==> src/rtl/grey_step_tracker_pkg.sv <==
// rtl/grey_step_tracker_pkg.sv - shared encodings and default widths for the grey step tracker
package grey_step_tracker_pkg;

    // Default widths: code width, position counter width, error counter width
    localparam int DEF_WIDTH = 5;
    localparam int DEF_POS_W = 8;
    localparam int DEF_ERR_W = 8;

    // Tracker states; the encodings are kept fixed so that external
    // debug logic can decode the state register directly
    localparam logic [1:0] ST_UNSYNC = 2'd0;
    localparam logic [1:0] ST_TRACK  = 2'd1;
    localparam logic [1:0] ST_FAULT  = 2'd2;

    // How a new binary value relates to the previously accepted one
    typedef enum logic [1:0] {
        MOVE_NONE    = 2'd0,
        MOVE_UP      = 2'd1,
        MOVE_DOWN    = 2'd2,
        MOVE_ILLEGAL = 2'd3
    } move_kind_e;

endpackage

==> src/rtl/grey_to_bin.sv <==
// rtl/grey_to_bin.sv - parameterised combinational grey-to-binary converter
module grey_to_bin
    import grey_step_tracker_pkg::*;
#(
    parameter int WIDTH = DEF_WIDTH
) (
    input  logic [WIDTH-1:0] i_grey,
    output logic [WIDTH-1:0] o_bin
);

    // Each binary bit is the XOR of all grey bits at or above its position,
    // written as a reduction of a shifted copy so there is no bit-to-bit chain
    always_comb begin
        o_bin = '0;
        for (int i = 0; i < WIDTH; i++) begin
            o_bin[i] = ^(i_grey >> i);
        end
    end

endmodule

==> src/rtl/grey_step_tracker.sv <==
// rtl/grey_step_tracker.sv - grey sample tracker with step classification and counters
module grey_step_tracker
    import grey_step_tracker_pkg::*;
#(
    parameter int WIDTH = DEF_WIDTH,
    parameter int POS_W = DEF_POS_W,
    parameter int ERR_W = DEF_ERR_W
) (
    input  logic             clk,
    input  logic             rst_n,
    input  logic [WIDTH-1:0] g_in,
    input  logic             g_valid,
    input  logic             clr,
    output logic [WIDTH-1:0] b_out,
    output logic             b_valid,
    output logic             step_up,
    output logic             step_dn,
    output logic             err,
    output logic [POS_W-1:0] pos,
    output logic [ERR_W-1:0] err_cnt
);

    // Registered state and outputs
    logic [1:0]       r_state;
    logic [WIDTH-1:0] r_b_out;
    logic             r_b_valid;
    logic             r_step_up;
    logic             r_step_dn;
    logic             r_err;
    logic [POS_W-1:0] r_pos;
    logic [ERR_W-1:0] r_err_cnt;

    // Combinational helpers
    logic [WIDTH-1:0] w_bin;
    logic [WIDTH-1:0] w_delta;
    logic             w_accept;
    move_kind_e       w_move;
    logic [1:0]       w_state_nxt;
    logic             w_tracking;
    logic             w_err_sat;

    grey_to_bin #(
        .WIDTH (WIDTH)
    ) u_grey_to_bin (
        .i_grey (g_in),
        .o_bin  (w_bin)
    );

    // clr always wins over a same-cycle sample
    assign w_accept   = g_valid & ~clr;
    // Difference wraps naturally in WIDTH bits, so 31->0 reads as +1
    assign w_delta    = w_bin - r_b_out;
    assign w_tracking = w_accept && (r_state == ST_TRACK);
    assign w_err_sat  = (r_err_cnt == {ERR_W{1'b1}});

    // Classify the move from the last accepted value to the incoming one
    always_comb begin
        w_move = MOVE_ILLEGAL;
        if (w_delta == '0) begin
            w_move = MOVE_NONE;
        end else if (w_delta == WIDTH'(1)) begin
            w_move = MOVE_UP;
        end else if (w_delta == {WIDTH{1'b1}}) begin
            w_move = MOVE_DOWN;
        end
    end

    // Next-state decision: clr re-primes, samples drive UNSYNC->TRACK->FAULT
    always_comb begin
        w_state_nxt = r_state;
        if (clr) begin
            w_state_nxt = ST_UNSYNC;
        end else if (g_valid) begin
            case (r_state)
                ST_UNSYNC: w_state_nxt = ST_TRACK;
                ST_TRACK:  w_state_nxt = (w_move == MOVE_ILLEGAL) ? ST_FAULT : ST_TRACK;
                ST_FAULT:  w_state_nxt = ST_FAULT;
                default:   w_state_nxt = ST_UNSYNC;
            endcase
        end
    end

    // State register
    always_ff @(posedge clk) begin
        if (!rst_n) begin
            r_state <= ST_UNSYNC;
        end else begin
            r_state <= w_state_nxt;
        end
    end

    // Binary value and its valid pulse follow every accepted sample in any state
    always_ff @(posedge clk) begin
        if (!rst_n) begin
            r_b_out   <= '0;
            r_b_valid <= 1'b0;
        end else begin
            r_b_valid <= w_accept;
            if (w_accept) begin
                r_b_out <= w_bin;
            end
        end
    end

    // Step pulses only come out of TRACK; they default low every cycle
    always_ff @(posedge clk) begin
        if (!rst_n) begin
            r_step_up <= 1'b0;
            r_step_dn <= 1'b0;
        end else begin
            r_step_up <= w_tracking && (w_move == MOVE_UP);
            r_step_dn <= w_tracking && (w_move == MOVE_DOWN);
        end
    end

    // Error level: set on an illegal jump from TRACK, held until clr
    always_ff @(posedge clk) begin
        if (!rst_n) begin
            r_err <= 1'b0;
        end else if (clr) begin
            r_err <= 1'b0;
        end else if (w_tracking && (w_move == MOVE_ILLEGAL)) begin
            r_err <= 1'b1;
        end
    end

    // Position count wraps; it is untouched by clr and frozen outside TRACK
    always_ff @(posedge clk) begin
        if (!rst_n) begin
            r_pos <= '0;
        end else if (w_tracking) begin
            if (w_move == MOVE_UP) begin
                r_pos <= r_pos + POS_W'(1);
            end else if (w_move == MOVE_DOWN) begin
                r_pos <= r_pos - POS_W'(1);
            end
        end
    end

    // Fault-entry count saturates rather than wrapping so it never looks healthy again
    always_ff @(posedge clk) begin
        if (!rst_n) begin
            r_err_cnt <= '0;
        end else if (w_tracking && (w_move == MOVE_ILLEGAL) && !w_err_sat) begin
            r_err_cnt <= r_err_cnt + ERR_W'(1);
        end
    end

    assign b_out   = r_b_out;
    assign b_valid = r_b_valid;
    assign step_up = r_step_up;
    assign step_dn = r_step_dn;
    assign err     = r_err;
    assign pos     = r_pos;
    assign err_cnt = r_err_cnt;

endmodule

==> config.mk <==
export PLATFORM = sky130hd
export DESIGN_NAME = grey_step_tracker
export DESIGN_NICKNAME = d
export VERILOG_FILES = /design/src/rtl/grey_step_tracker_pkg.sv /design/src/rtl/grey_to_bin.sv /design/src/rtl/grey_step_tracker.sv
export SDC_FILE = /design/constraint.sdc
export NUM_CORES = 1
export LEC_CHECK = 0
export CORE_UTILIZATION = 46
export DETAILED_ROUTE_END_ITERATION = 8
export PLACE_DENSITY = 0.74
export SLEW_MARGIN = 40
export SYNTH_ARGS = -nofsm -noshare
export SYNTH_HDL_FRONTEND = slang
export SYNTH_HIERARCHICAL = 1
export SYNTH_SLANG_ARGS = --single-unit
==> constraint.sdc <==
create_clock -name clk -period 5.25 [get_ports clk]
set_clock_uncertainty 0.05 [all_clocks]
set_input_delay 1.05 -clock clk [delete_from_list [all_inputs] [get_ports clk]]
set_output_delay 1.05 -clock clk [all_outputs]
set_load 0.05 [all_outputs]
==> impl_metrics.yaml <==
floorplan:
  core.rowCount: 21
  die_w_um: 61.7
  start_util: 0.488
  die_h_um: 61.7
  io_pins: 34
  core_mm2: 0.00336
  fp.dieArea_mm2: 0.00381
synthesis:
  synth_edf_count: 0
  synth_simple_gate_area_frac: 0.191
  synth_xor_area_frac: 0.0984
  synth_cell_types: 39
  synth.area.mux_share: 0.0366
  synth_area_mm2: 0.00164
  synth.avg_cell_area_um2: 8.68
  synth_compound_area_frac: 0.161
  synthAdderAreaFrac: 0.131
  synth_top_family_by_area: "simple AND/OR/NAND/NOR gates"
  synthArstFlopShare: 0
  postSynthCellCount: 189
  synth-seq-cells: 27
  yosysWarnings: 6
  ys.flop_type: "dfxtp_1"
  syn_nets: 214
  synth_seq_area_share: 0.330
detailed_routing:
  drtIter0Drc: 37
  drc_errors: 0
  final_antenna_net_count: 0
  vias_per_cell: 5.18
  num_vias: 1512
  drt-wirelength-per-cell_um: 12.6
  drt_wl_total_um: 3690
  drtPass1Iterations: 4
sta:
  slew_headroom: 0.553
  finalCriticalPeriod_ps: 5040
  slew_viol_final: 0
  fin_ws_ps: 208
  tightest_slew_ps: 670
  hold_viol: 0
  max_freq_ghz: 0.198
  setup_violations: 0
  fin_tns_setup_ps: 0
  period_share: 0.960
setup_path:
  critical_path_class: "in -> reg"
  arrival_ps: 5210
  worstPathRequired_ps: 5420
  worstSetupStartpointType: "input port"
  cp-end-kind: "register"
  slowest_stage: "clkdlybuf4s50_1"
  path_delay_family: "compound AO/OA/AOI/OAI gates"
  crit_path_max_incr_delay_ps: 500
  crit_fanout: 6
  path_cells: "clkdlybuf4s50_1 > xnor2_2 > xnor3_1 > inv_1 > ha_1 > inv_1 > fa_1 > a21o_1 > a21oi_2 > xnor2_2 > a2111oi_4 > ha_2 > inv_2 > buf_4 > fa_1 > a211oi_2 > nor2_1 > o21a_1 > o2111ai_1 > o311ai_1"
  critPathBufInv: 5
cts:
  root_buffer: "clkbuf_4"
  clock-sinks: 27
  cts-buffers-inserted: 3
  h-tree-depth: 1
  cts_hold_buf: 0
  clk-insertion-delay-late_ps: 330
  clk_pin_slew_ps: 150
  cts_tree: "built"
  cts_buffer_depth: 2
global_routing:
  antenna_found_initial: 0
  grt_max_degree: 21
  grt_pass1_wl_um: 5560
  grt-ovfl-total: 0
  grt_pass1_vias: 1343
  track_usage: 0.198
layout:
  syn_to_final_growth_pct: 38.5
  finalNetCount: 272
  design_area_mm2: 0.00227
  fillers: 310
  antennaDiodeCount: 0
  drive_gt1_frac: 0.187
power:
  p_per_area_mw_per_mm2: 224
  switchingPower_mw: 0.174
  leakagePower_nw: 0.941
  clkPwrFrac: 0.189
  max-vdd-ir-drop_v: 0.000140
  internal_power_mw: 0.337
  switching_share: 0.340
  sequentialPowerShare: 0.418
  p_comb_frac: 0.393
placed_design:
  dp_hpwl_um: 2710
  dpl_cell_area_mm2: 0.00220
  dp_slack_ps: -396
  io_buffers: 33
  gp_congestion: 0.940
hold_path:
  min_path_type: "reg -> reg"
job:
  drv_cap: 0
status:
  outcome: "finished clean"
[synthesized netlist by cell type, types with 6 or more instances]
| cell | instances | share of area |
|---|---|---|
| mux2i_1 | 6 | 0.037 |
| xnor2_1 | 10 | 0.053 |
| ha_1 | 14 | 0.11 |
| nand3_1 | 7 | 0.021 |
| inv_1 | 14 | 0.032 |
| dfxtp_1 | 27 | 0.33 |
| nand2_1 | 15 | 0.034 |
| a21oi_1 | 16 | 0.049 |
| nor2_1 | 23 | 0.053 |
| o21ai_0 | 6 | 0.018 |
[per-stage QoR]
stage / utilization / instances / hold slack (ps) / total power, mW
CTS: 0.663 / 292 / 438 / 0.504
detailed placement: 0.654 / 288 / 408 / 0.409
finish: 0.676 / 292 / 437 / 0.510
floorplan: - / 189 / 394 / 0.337
global route: 0.676 / 292 / 464 / 0.544
global placement: 0.654 / 288 / 406 / 0.405
[cells in the final DEF (no fill, tap or decap), drive strengths merged]
cell type	count
mux2i	6
or3	4
nand3	7
nor2b	2
a32oi	1
a2111oi	1
and3	4
inv	14
o2111ai	2
a32o	1
clkinvlp	1
dlymetal6s2s	1
a211oi	4
nand4	2
nor4b	1
o21a	2
nand2	15
o311ai	1
xor2	5
and3b	2
o21ai	6
fa	2
buf	27
o31ai	1
xnor2	10
ha	14
dfxtp	27
and2	2
clkdlybuf4s50	32
a21o	3
nand2b	1
nor3	2
xnor3	1
a21oi	16
clkbuf	3
nor2	23
[power groups by stage]
stage | registers (mW) | clock network [mW] | logic, mW
6_report | 0.213 | 0.0962 | 0.200
5_1_grt | 0.214 | 0.109 | 0.221
4_1_cts | 0.214 | 0.0983 | 0.192
3_5_place_dp | 0.218 | 0 | 0.191
3_3_place_gp | 0.218 | 0 | 0.188
2_1_floorplan | 0.232 | 0 | 0.105
[routing by layer]
metal  vias up  share of wire  routed length, µm  GRT usage
li1        769              -                  -          -
met1       723           0.46               1710      0.246
met2        18           0.50               1860      0.361
met3         2          0.026                 97     0.0228
met4         0         0.0057                 21     0.0540
met5         -              0                  0          0
[sequential cells by signal, indices dropped and copies added, names as in the netlist]
signal	cells
err_cnt	8
pos	8
b_out	5
r_state	2
b_valid	1
err	1
step_dn	1
step_up	1
[worst register-to-register path: cells and delay by family, from the launching register on]
family	cells	cell delay (ps)
flip-flops	1	410
AND/OR/NAND/NOR	1	80
buffers and inverters	3	260
XOR/XNOR	1	100
AO/OA/AOI/OAI	7	1490
adder cells (fa/ha/maj)	4	1220
[path summary, 6_finish.rpt]
kind / from / end / slack [ps] / depth (start not counted)
min: err / err / 440 / 2
min reg2reg: err / err / 440 / 2
max: g_in[1] / pos[6] / 210 / 20
max reg2reg: b_out[0] / pos[6] / 1530 / 16
[final cells by class]
type / instances / area [µm²] / area share
clock buffer: 3 / 22.5 / 0.00991
clock inverter: 1 / 7.51 / 0.00330
inverter: 14 / 52.6 / 0.0231
multi-input combinational: 141 / 1060 / 0.465
sequential: 27 / 541 / 0.238
tap: 46 / 57.6 / 0.0253
timing repair buffer: 60 / 536 / 0.236
[logic make-up after synthesis]
logic type                 Yosys count
and+or+nand+nor                     65
AOI/OAI and AO/OA                   38
DFF                                 27
buffers and inverters               21
xor gates and xnor gates            16
adders and majority gates           16
muxes                                6
[timing repair]
item                                    4_1_cts  5_1_grt
buffers inserted                              0        0
pin swaps                                     1        8
endpoints found under the setup margin        2        3
gates resized for setup                       0       13
No activity file was read; power rests on OpenSTA's default activity.
